## src/rtl/fetch_stage.sv

```systemverilog
// rtl/fetch_stage.sv - instruction-fetch stage: PC, IF/ID register, redirect/stall/flush, fetch fault halt
module fetch_stage #(
    parameter logic [31:0] RESET_PC  = 32'h0000_0000,
    parameter int          MEM_BYTES = 4096,
    parameter logic [31:0] NOP_INSTR = 32'h0000_0013
) (
    input  logic        clk_i,
    input  logic        rst_i,
    input  logic        stall_i,
    input  logic        flush_i,
    input  logic        redirect_i,
    input  logic [31:0] redirect_pc_i,
    output logic [31:0] imem_addr_o,
    input  logic [31:0] imem_instr_i,
    output logic        if_id_valid_o,
    output logic [31:0] if_id_instr_o,
    output logic [31:0] if_id_pc_o,
    output logic [31:0] if_id_pc_plus4_o,
    output logic        fetch_fault_o
);

    localparam logic [0:0]  RUN    = 1'b0;
    localparam logic [0:0]  HALT   = 1'b1;
    localparam logic [31:0] PC_MAX = 32'(MEM_BYTES - 4);

    logic [0:0]  state_q;
    logic [31:0] pc_q;
    logic [31:0] pc_plus4;
    logic        fault_c;
    logic        enter_halt;

    assign imem_addr_o = pc_q;
    assign pc_plus4    = pc_q + 32'd4;
    assign fault_c     = (pc_q[1:0] != 2'b00) || (pc_q > PC_MAX);
    // A fault only takes effect when the current fetch is not being held or redirected away.
    assign enter_halt  = (state_q == RUN) && fault_c && !stall_i && !redirect_i;

    // Program counter and RUN/HALT state; HALT is left only through reset.
    always_ff @(posedge clk_i or posedge rst_i) begin
        if (rst_i) begin
            pc_q    <= RESET_PC;
            state_q <= RUN;
        end else if (state_q == RUN) begin
            if (redirect_i) begin
                pc_q <= redirect_pc_i;
            end else if (stall_i || fault_c) begin
                pc_q <= pc_q;
            end else begin
                pc_q <= pc_plus4;
            end
            if (enter_halt) begin
                state_q <= HALT;
            end
        end
    end

    // IF/ID pipeline register and the sticky fault flag; faulting words are bubbled, never captured.
    always_ff @(posedge clk_i or posedge rst_i) begin
        if (rst_i) begin
            if_id_valid_o    <= 1'b0;
            if_id_instr_o    <= NOP_INSTR;
            if_id_pc_o       <= 32'd0;
            if_id_pc_plus4_o <= 32'd4;
            fetch_fault_o    <= 1'b0;
        end else if (state_q == HALT) begin
            if_id_valid_o <= 1'b0;
            if_id_instr_o <= NOP_INSTR;
        end else begin
            if (redirect_i || flush_i) begin
                if_id_valid_o <= 1'b0;
                if_id_instr_o <= NOP_INSTR;
            end else if (stall_i) begin
                if_id_valid_o <= if_id_valid_o;
            end else if (fault_c) begin
                if_id_valid_o <= 1'b0;
                if_id_instr_o <= NOP_INSTR;
            end else begin
                if_id_valid_o    <= 1'b1;
                if_id_instr_o    <= imem_instr_i;
                if_id_pc_o       <= pc_q;
                if_id_pc_plus4_o <= pc_plus4;
            end
            if (enter_halt) begin
                fetch_fault_o <= 1'b1;
            end
        end
    end

endmodule
```

## config.mk

```make
export PLATFORM = sky130hd
export DESIGN_NAME = fetch_stage
export DESIGN_NICKNAME = d
export VERILOG_FILES = /design/src/rtl/fetch_stage.sv
export SDC_FILE = /design/constraint.sdc
export NUM_CORES = 1
export LEC_CHECK = 0
export ABC_AREA = 1
export BUFFER_PORTS_ARGS = -buffer_cell sky130_fd_sc_hd__buf_4
export CORE_ASPECT_RATIO = 0.6
export CORE_MARGIN = 3
export CORE_UTILIZATION = 40
export CTS_CLUSTER_SIZE = 30
export DETAILED_ROUTE_END_ITERATION = 7
export GPL_TIMING_DRIVEN = 1
export HOLD_SLACK_MARGIN = 0.12
export PLACE_DENSITY = 0.66
export SYNTH_ARGS = -nofsm -noshare
export SYNTH_HDL_FRONTEND = slang
export SYNTH_SLANG_ARGS = --single-unit
export TNS_END_PERCENT = 50
```

## constraint.sdc

```tcl
create_clock -name clk_i -period 10.72 [get_ports clk_i]
set_input_delay 2.68 -clock clk_i [delete_from_list [all_inputs] [get_ports clk_i]]
set_output_delay 2.68 -clock clk_i [all_outputs]
set_load 0.01 [all_outputs]
```

==> results of run 1 <==
[layer usage]
layer / vias up / GRT usage / wire (um)
li1: 2595 / - / -
met1: 2398 / 0.332 / 8340
met2: 190 / 0.268 / 6430
met3: 11 / 0.0603 / 1390
met4: 0 / 0.0564 / 200
met5: - / 0 / 0
[cells by family (layout without fill, tap and decap cells)]
kind of cell | after synthesis | in the layout
AO/OA/AOI/OAI | 38 | 38
XOR/XNOR | 7 | 7
adder cells (fa/ha/maj) | 1 | 1
buffers and inverters | 111 | 313
flip-flops | 129 | 129
multiplexers | 2 | 2
AND/OR/NAND/NOR | 451 | 451
[power by group]
group / total [mW] / internal (mW) / switching [mW] / leakage (nW)
clock network: 0.602 / 0.376 / 0.226 / 0.294
registers: 0.487 / 0.487 / 0 / 1.54
logic: 0.0374 / 0.0182 / 0.0192 / 2.56
[through the flow]
stage / util / setup slack (ps)
2_1_floorplan: - / 4610
3_3_place_gp: 0.527 / 5800
4_1_cts: 0.572 / 6170
3_5_place_dp: 0.527 / 5740
6_report: 0.572 / 6200
5_1_grt: 0.572 / 5920
[flip-flops by register name (all words and copies together), names as in the netlist]
name / flops
fetch_fault_o: 1
if_id_instr_o: 32
if_id_pc_o: 32
if_id_pc_plus4_o: 30
if_id_valid_o: 1
imem_addr_o: 32
state_q: 1
[path summary, 6_finish.rpt]
kind	from	endpoint	slack (ps)	depth (start not counted)
max in group asynchronous	rst_i	if_id_pc_o[2]	6920	3
worst max-delay path	stall_i	if_id_pc_o[7]	6200	6
min in group asynchronous	rst_i	if_id_pc_o[11]	2380	2
worst min-delay path	if_id_pc_plus4_o[4]	if_id_pc_plus4_o[4]	480	2
worst max register to register	imem_addr_o[26]	if_id_pc_o[7]	7950	7
worst min register to register	if_id_pc_plus4_o[4]	if_id_pc_plus4_o[4]	480	2
[layout make-up]
| class | instances | area [sq um] |
|---|---|---|
| repair buffers | 199 | 1490 |
| fillers | 1320 | 5980 |
| well taps | 192 | 240 |
| clock inverters | 14 | 179 |
| multi-input cells | 499 | 2080 |
| flip-flops and latches | 129 | 3230 |
| inverters | 82 | 314 |
| clock buffers | 18 | 439 |
[cells in the mapped netlist]
| library cell | count |
|---|---|
| sky130_fd_sc_hd__nand2_1 | 305 |
| sky130_fd_sc_hd__dfstp_2 | 4 |
| sky130_fd_sc_hd__o21ai_0 | 14 |
| sky130_fd_sc_hd__ha_1 | 1 |
| sky130_fd_sc_hd__o21ai_1 | 15 |
| sky130_fd_sc_hd__nor2_4 | 2 |
| sky130_fd_sc_hd__buf_4 | 8 |
| sky130_fd_sc_hd__mux2_2 | 2 |
| sky130_fd_sc_hd__nor2_1 | 113 |
| sky130_fd_sc_hd__xnor2_1 | 1 |
| sky130_fd_sc_hd__xor2_1 | 6 |
| sky130_fd_sc_hd__nand3_4 | 1 |
| sky130_fd_sc_hd__clkbuf_1 | 6 |
| sky130_fd_sc_hd__buf_6 | 8 |
| sky130_fd_sc_hd__buf_2 | 6 |
| sky130_fd_sc_hd__nand4_4 | 1 |
| sky130_fd_sc_hd__or2_2 | 1 |
| sky130_fd_sc_hd__buf_1 | 1 |
| sky130_fd_sc_hd__dfrtp_1 | 125 |
| sky130_fd_sc_hd__inv_4 | 1 |
| sky130_fd_sc_hd__nand3_1 | 27 |
| sky130_fd_sc_hd__clkinv_2 | 1 |
| sky130_fd_sc_hd__nand2_8 | 1 |
| sky130_fd_sc_hd__a21oi_1 | 9 |
| sky130_fd_sc_hd__inv_1 | 80 |
[critical path, stage by stage]
cell and delay, ps:
sky130_fd_sc_hd__buf_4 120, sky130_fd_sc_hd__nor2_1 340, sky130_fd_sc_hd__nand4_4 500, sky130_fd_sc_hd__clkinv_2 920
sky130_fd_sc_hd__nand2_1 130, sky130_fd_sc_hd__nand2_1 100
==> metrics.md, run 1 <==
| Metric | Value |
|---|---|
| Result of the run | `completed` |
| Post-layout net count | `998` |
| Height of the chip | `99.5 um` |
| Number of buffers created by CTS | `17` |
| Clock-pin slew of the registers on the worst-case setup and hold paths | `60 ps` |
| Cell taking the most area after synthesis | `sky130_fd_sc_hd__dfrtp_1` |
| Global-route congestion overflow total | `0` |
| Final number of setup-violating endpoints | `0` |
| Post-DP HPWL | `11.9 mm` |
| DRC marker count from the first detailed-route iteration | `357` |
| Routed via count divided by cell count | `4.58` |
| Critical path class | `in2reg` |
| Startpoint class of the critical path | `input pin` |
| TritonCTS clock tree | `done` |
| Area of all placed cells without fillers | `7980 sq um` |
| Highest ir drop seen on vdd | `89.2 uV` |
| Residual DRC count | `0` |
| Number of warning messages in the yosys log | `0` |
| Vias in the first global route | `4750` |
| Summed instance area of the synthesized netlist | `5830 sq um` |
| Arrival time worst endpoint | `4860 ps` |
| Cell types occupying the most area after synthesis | `sky130_fd_sc_hd__dfrtp_1 54%, sky130_fd_sc_hd__nand2_1 20%, sky130_fd_sc_hd__nor2_1 7.3%` |
| Total placed cells including tap cells | `1101` |
| Global-route wire length before repair | `26.1 mm` |
| Sequential share of the synthesized area | `0.555` |
| Buffers on Ports | `198` |
| Hold slack final | `478 ps` |
| Setup skew after layout | `11.2 ps` |
| Post-CTS setup buffer count | `0` |
| Commonest cells after routing, fill and taps aside | `305 x sky130_fd_sc_hd__nand2_1, 199 x sky130_fd_sc_hd__buf_4, 125 x sky130_fd_sc_hd__dfrtp_1, 113 x sky130_fd_sc_hd__nor2_1, 79 x sky130_fd_sc_hd__inv_1` |
| Vias after detailed routing | `5194` |
| Worst slew margin relative to its limit | `0.294` |
| Number of rows created at floorplan | `33` |
| Per-cell routed wire length | `14.4 um` |
| Area of placed instances | `7360 sq um` |
| Share of the synthesized netlist area taken by xor and xnor gates | `0.0105` |
| Clock Sinks | `129` |
| Die width | `162 um` |
| Commonest non-fill, non-tap cell in the layout | `sky130_fd_sc_hd__nand2_1` |
| Root buffer cell | `sky130_fd_sc_hd__clkbuf_16` |
| First-pass iteration count of the detailed router | `5` |
| Final weighted congestion in routability-driven placement | `0.938` |
| Maximum capacitance violations | `0` |
| I/O Pins | `199` |
| Tmin final | `4520 ps` |
| #FFs+latches synth | `129` |
| Total power per unit cell area | `141 nW/um^2` |
| Synth-to-Final Area Change | `36.9%` |
| Diodes inserted | `0` |
| Worst Tran Pin Value | `1060 ps` |
| Share of synthesized area spent on multiplexers | `0.00386` |
| Lkg Pwr | `4.39 nW` |
| Clock insertion delay at the later pin of the skew report | `410 ps` |
| Total Routing Usage GR | `0.207` |
| Share of synthesized cell area in full adder, half adder and majority cells | `0.00215` |
| Final worst path period share | `0.422` |
| Total design power | `1.13 mW` |
| Main combinational cell family by area after synthesis | `simple AND/OR/NAND/NOR gates` |
| Setup TNS Final | `0 ps` |
| Nets in the synthesized netlist | `809` |
| Post-synth top area share | `0.537` |
| Effective utilization at floorplan | `0.418` |
| Maximum number of pins on one net before global-route repair | `81` |
| Tightest Hold Check Type | `reg2reg` |
| RSZ-0062 raised after global routing | `false` |
| Number of antenna violations at the first check in global routing | `0` |
| Netlist cell types | `25` |
| H-Tree Depth | `4` |
| Total of cells resized after clock tree synthesis | `0` |
| Number of nets with antenna violations after detailed routing | `0` |
| Critical path capture point type | `flip-flop` |
| Cts-stage hold buffer count | `0` |
| Final Routed Wirelength | `16.4 mm` |
| Synthesized area divided by synthesized cell count | `7.89 sq um` |
| Total core area | `14000 sq um` |
| Synthesized-area fraction occupied by and/or/nand/nor cells | `0.307` |
| Total Die Area | `16100 sq um` |
| Ratio of cells with drive above 1 in the final layout | `0.261` |
| Bufs on Longest Clock Path | `2` |
| Count of placed standard cells in the final layout, fillers left out | `1133` |
| Final number of hold-violating endpoints | `0` |
| Pins Over Slew Limit | `0` |
| Synth Instances | `739` |
| Maximum fanout count along the critical path | `80` |
| Required time worst endpoint | `11060 ps` |
| Synth Area in Compound Gates | `0.0326` |
| Max Freq | `221 MHz` |
Note: power is estimated with default switching activity, not from simulation.
==> run 2: changes to the inputs <==
--- a/config.mk
+++ b/config.mk
@@ -5,7 +5,7 @@
 export SDC_FILE = /design/constraint.sdc
 export NUM_CORES = 1
 export LEC_CHECK = 0
-export ABC_AREA = 1
+export ABC_AREA = 0
 export BUFFER_PORTS_ARGS = -buffer_cell sky130_fd_sc_hd__buf_4
 export CORE_ASPECT_RATIO = 0.6
 export CORE_MARGIN = 3
@@ -14,7 +14,7 @@
 export DETAILED_ROUTE_END_ITERATION = 7
 export GPL_TIMING_DRIVEN = 1
 export HOLD_SLACK_MARGIN = 0.12
-export PLACE_DENSITY = 0.66
+export PLACE_DENSITY = 0.7
 export SYNTH_ARGS = -nofsm -noshare
 export SYNTH_HDL_FRONTEND = slang
 export SYNTH_SLANG_ARGS = --single-unit
==> constraint.sdc (replaced) <==
create_clock -name clk_i -period 3.6 [get_ports clk_i]
set_input_delay 0.9 -clock clk_i [delete_from_list [all_inputs] [get_ports clk_i]]
set_output_delay 0.9 -clock clk_i [all_outputs]
set_load 0.01 [all_outputs]
==> run 2 against run 1 <==
Worst setup slack worse by 5100 ps. Synthesized cell count down 38%. Non-clock buffer count up 3. Sequential share of layout area up 3.4 points. Die area down 11%. Count of clock-buffer cells in the layout unchanged. First-iteration DRC count down 15%. Utilization up 2.5 points. Wire length down 13%. Largest power group unchanged. Power rose to 3.5 times the previous value.
==> metrics.md, run 2 <==
| Metric | Value |
|---|---|
| Result of the run | `completed` |
| Required time worst endpoint | `3890 ps (-7170 ps)` |
| Sequential share of the synthesized area | `0.627 (+0.0724)` |
| Area of all placed cells without fillers | `7360 sq um (-7.8%)` |
| Internal power | `2.91 mW (+230%)` |
| H-Tree Depth | `4 (unchanged)` |
| Dominant synthesized flop cell | `sky130_fd_sc_hd__dfrtp_1` |
| Netlist cell types | `46 (+84%)` |
| Cts-stage hold buffer count | `0 (unchanged)` |
| Worst Tran Pin Value | `1120 ps (+58.2 ps)` |
| Vias in the first global route | `4238 (-11%)` |
| Max Freq | `395 MHz` |
| Residual DRC count | `0 (unchanged)` |
| Clock-pin slew of the registers on the worst-case setup and hold paths | `60 ps (about the same)` |
| Critical path capture point type | `flip-flop` |
| Synthesized area divided by synthesized cell count | `11.2 sq um (+42%)` |
| Per-cell routed wire length | `17.1 um (+19%)` |
| Setup TNS Final | `0 ps (unchanged)` |
| Root buffer cell | `sky130_fd_sc_hd__clkbuf_16` |
| Total Die Area | `14300 sq um (-11%)` |
| Maximum fanout count along the critical path | `75 (-6.3%)` |
| I/O Pins | `199 (unchanged)` |
| Effective utilization at floorplan | `0.418 (about the same)` |
| Final Util | `0.596 (+0.0248)` |
| Global-route congestion overflow total | `0 (unchanged)` |
| Pins Over Slew Limit | `0 (unchanged)` |
| Post-synth top cells | `125 x sky130_fd_sc_hd__dfrtp_1, 80 x sky130_fd_sc_hd__nand2_1, 41 x sky130_fd_sc_hd__and2_1, 29 x sky130_fd_sc_hd__a22o_1` |
| Async set or reset register ratio after synthesis | `1.00 (unchanged)` |
| Number of rows created at floorplan | `31 (-6.1%)` |
| Highest ir drop seen on vdd | `324 uV (+260%)` |
| Number of warning messages in the yosys log | `0 (unchanged)` |
| Total of cells resized after clock tree synthesis | `0 (unchanged)` |
| Number of enable flip-flop cells after synthesis | `0 (unchanged)` |
| Commonest non-fill, non-tap cell in the layout | `sky130_fd_sc_hd__buf_4` |
| Final weighted congestion in routability-driven placement | `0.897 (-4.4%)` |
| Final number of setup-violating endpoints | `0 (unchanged)` |
| Worst slew margin relative to its limit | `0.255 (-0.0388)` |
| Cell types occupying the most area after synthesis | `sky130_fd_sc_hd__dfrtp_1 61%, sky130_fd_sc_hd__nand2_1 5.8%, sky130_fd_sc_hd__and2_1 5.0%` |
| Final worst path period share | `0.703` |
| Bufs on Longest Clock Path | `2 (unchanged)` |
| Tmin final | `2530 ps` |
| Vias after detailed routing | `4194 (-19%)` |
| Die width | `153 um (-5.7%)` |
| Maximum number of pins on one net before global-route repair | `98 (+21%)` |
| Final number of hold-violating endpoints | `0 (unchanged)` |
| Count of placed standard cells in the final layout, fillers left out | `828 (-27%)` |
| Buffers on Ports | `198 (unchanged)` |
| Number of buffers created by CTS | `17 (unchanged)` |
| Tightest Hold Check Type | `reg2reg` |
| Detailed-routed wire length on met2 | `6.05 mm (-5.9%)` |
| Summed instance area of the synthesized netlist | `5160 sq um (-12%)` |
| Area of placed instances | `6720 sq um (-8.6%)` |
| Clock Sinks | `129 (unchanged)` |
| Synth-to-Final Area Change | `42.7%` |
| Top routing layer used | `met4` |
| Clock network fraction of total power | `0.470 (-0.064)` |
| NetSw | `1.00 mW (+310%)` |
| Post-CTS setup buffer count | `0 (unchanged)` |
| Total placed cells including tap cells | `796 (-28%)` |
| Post-layout net count | `720 (-28%)` |
| Post-synth top area share | `0.607 (+0.0701)` |
| #FFs+latches synth | `129 (unchanged)` |
| Maximum capacitance violations | `0 (unchanged)` |
| Cell with the most instances after synthesis | `sky130_fd_sc_hd__dfrtp_1` |
| First-pass iteration count of the detailed router | `5 (unchanged)` |
| Lkg Pwr | `3.71 nW (-16%)` |
| Global-route wire length before repair | `22.8 mm (-13%)` |
| Setup slack of the worst register-to-register path | `1070 ps (-6880 ps)` |
| Number of antenna violations at the first check in global routing | `0 (unchanged)` |
| Total power per unit cell area | `532 nW/um^2 (+280%)` |
| TritonCTS clock tree | `done` |
| Cell taking the most area after synthesis | `sky130_fd_sc_hd__dfrtp_1` |
| Setup skew after layout | `8.25 ps (-2.90 ps)` |
| Synth Instances | `461 (-38%)` |
| Total Routing Usage GR | `0.201 (-0.00634)` |
| Commonest cells after routing, fill and taps aside | `201 x sky130_fd_sc_hd__buf_4, 125 x sky130_fd_sc_hd__dfrtp_1, 80 x sky130_fd_sc_hd__nand2_1, 41 x sky130_fd_sc_hd__and2_1, 29 x sky130_fd_sc_hd__a22o_1` |
| Arrival time worst endpoint | `2820 ps (-2040 ps)` |
| Met1 Wirelength | `6.58 mm (-21%)` |
| DRC marker count from the first detailed-route iteration | `302 (-15%)` |
| Routed via count divided by cell count | `5.07 (+10%)` |
| Startpoint class of the critical path | `flip-flop` |
| Height of the chip | `93.9 um (-5.6%)` |
| Final Routed Wirelength | `14.2 mm (-13%)` |
| Total core area | `12300 sq um (-12%)` |
| Critical path class | `reg2reg` |
| Gate power share | `0.107 (+0.074)` |
| Diodes inserted | `0 (unchanged)` |
| Post-DP HPWL | `10.1 mm (-15%)` |
| Sequential fraction of design power | `0.423 (-0.009)` |
| Clock insertion delay at the later pin of the skew report | `410 ps (about the same)` |
| RSZ-0062 raised after global routing | `false` |
| Ratio of cells with drive above 1 in the final layout | `0.373 (+0.111)` |
| Routed wl met3 | `1.40 mm (+0.43%)` |
| Switching portion of total power | `0.256 (+0.0382)` |
| Nets in the synthesized netlist | `531 (-34%)` |
| Number of nets with antenna violations after detailed routing | `0 (unchanged)` |
## run 2: cell types whose count changed after synthesis, moves of 4 or more
cell                       delta
sky130_fd_sc_hd__a211oi_1     +6
sky130_fd_sc_hd__a22o_1      +29
sky130_fd_sc_hd__and2_1      +41
sky130_fd_sc_hd__buf_4        -4
sky130_fd_sc_hd__clkbuf_1    +13
sky130_fd_sc_hd__inv_1       -66
sky130_fd_sc_hd__nand2_1    -225
sky130_fd_sc_hd__nand3_1      -8
sky130_fd_sc_hd__nor2_1      -94
sky130_fd_sc_hd__nor3_1       +8
sky130_fd_sc_hd__nor4_1       +4
sky130_fd_sc_hd__o21ai_1      -6
sky130_fd_sc_hd__xnor2_1      +6
sky130_fd_sc_hd__xor2_1       -4
## run 2: power groups by stage
| stage | registers, mW | clock network [mW] | logic [mW] |
|---|---|---|---|
| finish | 1.65 | 1.84 | 0.420 |
| global route | 1.67 | 1.94 | 0.461 |
| CTS | 1.65 | 1.87 | 0.426 |
| detailed placement | 1.67 | 0 | 0.424 |
| global placement | 1.67 | 0 | 0.415 |
| floorplan | 1.66 | 0 | 0.188 |
## run 2: cell families after synthesis
kind of cell	synth area share
and+or+nand+nor	0.194
DFF	0.627
AOI/OAI and AO/OA	0.114
buffers and inverters	0.0454
xor gates and xnor gates	0.0153
muxes	0.00194
adders and majority gates	0.00243
## run 2: cell type report
class / instances / area, sq um
Fill cell: 1018 / 4980
Clock inverter: 14 / 204
Timing Repair Buffer: 202 / 1530
Sequential cell: 129 / 3230
Clock buffer: 18 / 429
Tap cell: 165 / 206
Inverter: 15 / 60.1
Multi-Input combinational cell: 285 / 1700
## run 2: critical path, stage by stage, from the launching register on
cell	delay, ps
sky130_fd_sc_hd__dfrtp_1	480
sky130_fd_sc_hd__nor4_2	340
sky130_fd_sc_hd__nand3b_1	220
sky130_fd_sc_hd__or3_2	960
sky130_fd_sc_hd__and2_1	370
## run 2: final timing paths
path | depth (start not counted) | end | startpoint
hold / removal | 2 | if_id_pc_o[9] | if_id_pc_o[9]
setup / recovery | 4 | if_id_pc_plus4_o[24] | imem_addr_o[12]
hold reg to reg | 2 | if_id_pc_o[9] | if_id_pc_o[9]
max in group asynchronous | 3 | if_id_pc_plus4_o[2] | rst_i
min in group asynchronous | 2 | if_id_pc_plus4_o[23] | rst_i
setup reg to reg | 4 | if_id_pc_plus4_o[24] | imem_addr_o[12]
## run 2: layer usage
metal / vias up / GRT usage
met1: 2034 / 0.286
met5: - / 0
met3: 18 / 0.0851
met4: 0 / 0.0482
met2: 179 / 0.285
li1: 1963 / -
## run 2: stage by stage
| step | total power, mW | setup slack [ps] | hold WS, ps |
|---|---|---|---|
| floorplan | 1.85 | 1110 | 470 |
| global placement | 2.09 | 827 | 464 |
| detailed placement | 2.10 | 741 | 468 |
| finish | 3.91 | 1070 | 476 |
| CTS | 3.95 | 1040 | 483 |
| global route | 4.07 | 832 | 502 |
==> run 3: changes to the inputs <==
==> constraint.sdc (replaced) <==
create_clock -name clk_i -period 2.2 [get_ports clk_i]
set_input_delay 0.55 -clock clk_i [delete_from_list [all_inputs] [get_ports clk_i]]
set_output_delay 0.55 -clock clk_i [all_outputs]
set_load 0.01 [all_outputs]
==> run 3 against run 2 <==
Register-to-register slack lost 930 ps. Worst hold slack lost 210 ps. Power grew 64%. Global-route usage grew 0.66 points. Non-clock buffer count grew 14. First-iteration DRC count shrank 9.3%. Largest cell class unchanged.
==> metrics.md, run 3 (synthesized netlist as in run 2, its figures left out) <==
| Metric | Value |
|---|---|
| Result of the run | `completed` |
| Clock Sinks | `129 (unchanged)` |
| Total Die Area | `14300 sq um (unchanged)` |
| Cts-stage hold buffer count | `0 (unchanged)` |
| Final weighted congestion in routability-driven placement | `0.861 (-3.9%)` |
| DRC marker count from the first detailed-route iteration | `274 (-9.3%)` |
| Post-layout net count | `734 (+1.9%)` |
| Bufs on Longest Clock Path | `2 (unchanged)` |
| Total power per unit cell area | `858 nW/um^2 (+61%)` |
| Setup skew after layout | `9.91 ps (+1.65 ps)` |
| Root buffer cell | `sky130_fd_sc_hd__clkbuf_16` |
| Setup TNS Final | `0 ps (unchanged)` |
| First-pass iteration count of the detailed router | `5 (unchanged)` |
| Area of all placed cells without fillers | `7490 sq um (+1.8%)` |
| Maximum capacitance violations | `0 (unchanged)` |
| TritonCTS clock tree | `done` |
| Seq. cell area | `3230 sq um (unchanged)` |
| Final Routed Wirelength | `14.6 mm (+3.3%)` |
| Footprint of the multi-input gates | `1700 sq um (+0.29%)` |
| Final Util | `0.607 (+0.0106)` |
| GR Util met3 | `0.0663 (-0.0189)` |
| Tmin final | `2060 ps (-469 ps)` |
| Total core area | `12300 sq um (unchanged)` |
| Final worst path period share | `0.938 (+0.234)` |
| Pins Over Slew Limit | `0 (unchanged)` |
| Post-CTS setup buffer count | `0 (unchanged)` |
| Ratio of cells with drive above 1 in the final layout | `0.388 (+0.0150)` |
| GRT met2 Usage | `0.285 (-0.000735)` |
| Global-route congestion overflow total | `0 (unchanged)` |
| Die width | `153 um (unchanged)` |
| Startpoint class of the critical path | `flip-flop` |
| Clock insertion delay at the later pin of the skew report | `410 ps (about the same)` |
| Routed via count divided by cell count | `4.97 (-1.9%)` |
| Post-DP HPWL | `10.6 mm (+4.3%)` |
| Vias in the first global route | `4210 (-0.66%)` |
| Final number of hold-violating endpoints | `0 (unchanged)` |
| Gate power share | `0.117 (+0.010)` |
| Total Routing Usage GR | `0.208 (+0.00663)` |
| Clock network fraction of total power | `0.465 (-0.005)` |
| Vias after detailed routing | `4177 (-0.41%)` |
| Hold slack final | `266 ps (-210 ps)` |
| Switching portion of total power | `0.256 (-0.000570)` |
| Filler cells | `1028 (+0.98%)` |
| Clock-pin slew of the registers on the worst-case setup and hold paths | `60 ps (about the same)` |
| Routing layer with the top usage in global route | `met1` |
| Critical path class | `reg2reg` |
| Global-route wire length before repair | `23.1 mm (+1.5%)` |
| Total of cells resized after clock tree synthesis | `0 (unchanged)` |
| Number of buffers created by CTS | `17 (unchanged)` |
| Area of placed instances | `6850 sq um (+1.9%)` |
| Synth-to-Final Area Change | `45.2%` |
| H-Tree Depth | `4 (unchanged)` |
| Total design power | `6.42 mW (+64%)` |
| Per-cell routed wire length | `17.4 um (+1.7%)` |
| Highest ir drop seen on vdd | `520 uV (+60%)` |
| Height of the chip | `93.9 um (unchanged)` |
| Commonest non-fill, non-tap cell in the layout | `sky130_fd_sc_hd__buf_4` |
| Buffers on Ports | `198 (unchanged)` |
| Worst r2r path cells | `5 (+1)` |
| Required time worst endpoint | `2500 ps (-1390 ps)` |
| Number of rows created at floorplan | `31 (unchanged)` |
| Diodes inserted | `0 (unchanged)` |
| Worst Tran Pin Value | `1110 ps (-2.06 ps)` |
| Critical path capture point type | `flip-flop` |
| Lkg Pwr | `3.79 nW (+2.3%)` |
| Sequential fraction of design power | `0.418 (-0.005)` |
| Maximum fanout count along the critical path | `70 (-6.7%)` |
| Maximum number of pins on one net before global-route repair | `71 (-28%)` |
| Tightest Hold Check Type | `in2async` |
| Startpoint of the worst register-to-register path | `imem_addr_o[20]` |
| Commonest cells after routing, fill and taps aside | `213 x sky130_fd_sc_hd__buf_4, 125 x sky130_fd_sc_hd__dfrtp_1, 80 x sky130_fd_sc_hd__nand2_1, 41 x sky130_fd_sc_hd__and2_1, 29 x sky130_fd_sc_hd__a22o_1` |
| Residual DRC count | `0 (unchanged)` |
| Max Freq | `485 MHz (+23%)` |
| Worst slew margin relative to its limit | `0.257 (+0.00138)` |
| Setup slack of the worst register-to-register path | `140 ps (-930 ps)` |
| I/O Pins | `199 (unchanged)` |
| NetSw | `1.64 mW (+64%)` |
| RSZ-0062 raised after global routing | `false` |
| M1 GR Usage | `0.311 (+0.0249)` |
| Capturing point of the worst reg2reg path | `if_id_pc_o[30]` |
| Final number of setup-violating endpoints | `0 (unchanged)` |
| Number of antenna violations at the first check in global routing | `0 (unchanged)` |
| Internal power | `4.78 mW (+64%)` |
| Effective utilization at floorplan | `0.418 (unchanged)` |
| Arrival time worst endpoint | `2360 ps (-460 ps)` |
| Number of nets with antenna violations after detailed routing | `0 (unchanged)` |
run 3: cell count changes in the layout (fill, tap and decap cells not counted):
cell | previous run | this run
sky130_fd_sc_hd__clkinv_4 | 3 | 4
sky130_fd_sc_hd__buf_4 | 201 | 213
sky130_fd_sc_hd__clkinv_2 | 1 | 2
sky130_fd_sc_hd__clkinvlp_4 | 3 | 1
sky130_fd_sc_hd__nor3_1 | 7 | 6
sky130_fd_sc_hd__clkbuf_1 | 1 | 0
sky130_fd_sc_hd__nor3_2 | 1 | 2
sky130_fd_sc_hd__buf_12 | 1 | 3
run 3: power groups by stage:
stage	logic (mW)	clock network (mW)	registers (mW)
2_1_floorplan	0.307	0	2.72
4_1_cts	0.757	3.05	2.68
5_1_grt	0.819	3.18	2.70
3_3_place_gp	0.741	0	2.71
3_5_place_dp	0.755	0	2.72
6_report	0.750	2.99	2.68
run 3: how the worst max path moves through the flow:
stage | startpoint | depth (start not counted) | endpoint
floorplan | rst_i | 1 | fetch_fault_o
global placement | flush_i | 4 | if_id_instr_o[17]
detailed placement | flush_i | 4 | if_id_instr_o[6]
CTS | imem_addr_o[20] | 6 | if_id_pc_o[5]
global route | imem_addr_o[14] | 6 | if_id_pc_o[5]
finish | imem_addr_o[20] | 5 | if_id_pc_o[30]
run 3: cell type report:
cell class | instances | area share
clock inverters | 14 | 0.0271
clock buffers | 17 | 0.0568
multi-input cells | 285 | 0.227
well taps | 165 | 0.0276
repair buffers | 216 | 0.222
inverters | 15 | 0.00802
flip-flops and latches | 129 | 0.432
run 3: metal layers:
layer / wire length, um / vias to the layer above / part of all wire
li1: - / 1987 / -
met1: 6960 / 1973 / 0.48
met2: 6160 / 206 / 0.42
met3: 1410 / 11 / 0.096
met4: 112 / 0 / 0.0077
met5: 0 / - / 0
run 3: critical path, cell delays in order (launching register included):
cell and delay, ps:
sky130_fd_sc_hd__dfrtp_1 440, sky130_fd_sc_hd__nor4_4 370, sky130_fd_sc_hd__nand4_4 120, sky130_fd_sc_hd__or3_2 580, sky130_fd_sc_hd__buf_12 230, sky130_fd_sc_hd__and2_1 190
run 3: metrics by stage:
| step | cells | worst slack, ps |
|---|---|---|
| after floorplan | 461 | 58.0 |
| after global placement | 810 | 207 |
| after detailed placement | 810 | 130 |
| after CTS | 841 | 144 |
| after global routing | 841 | 11.1 |
| final | 841 | 137 |
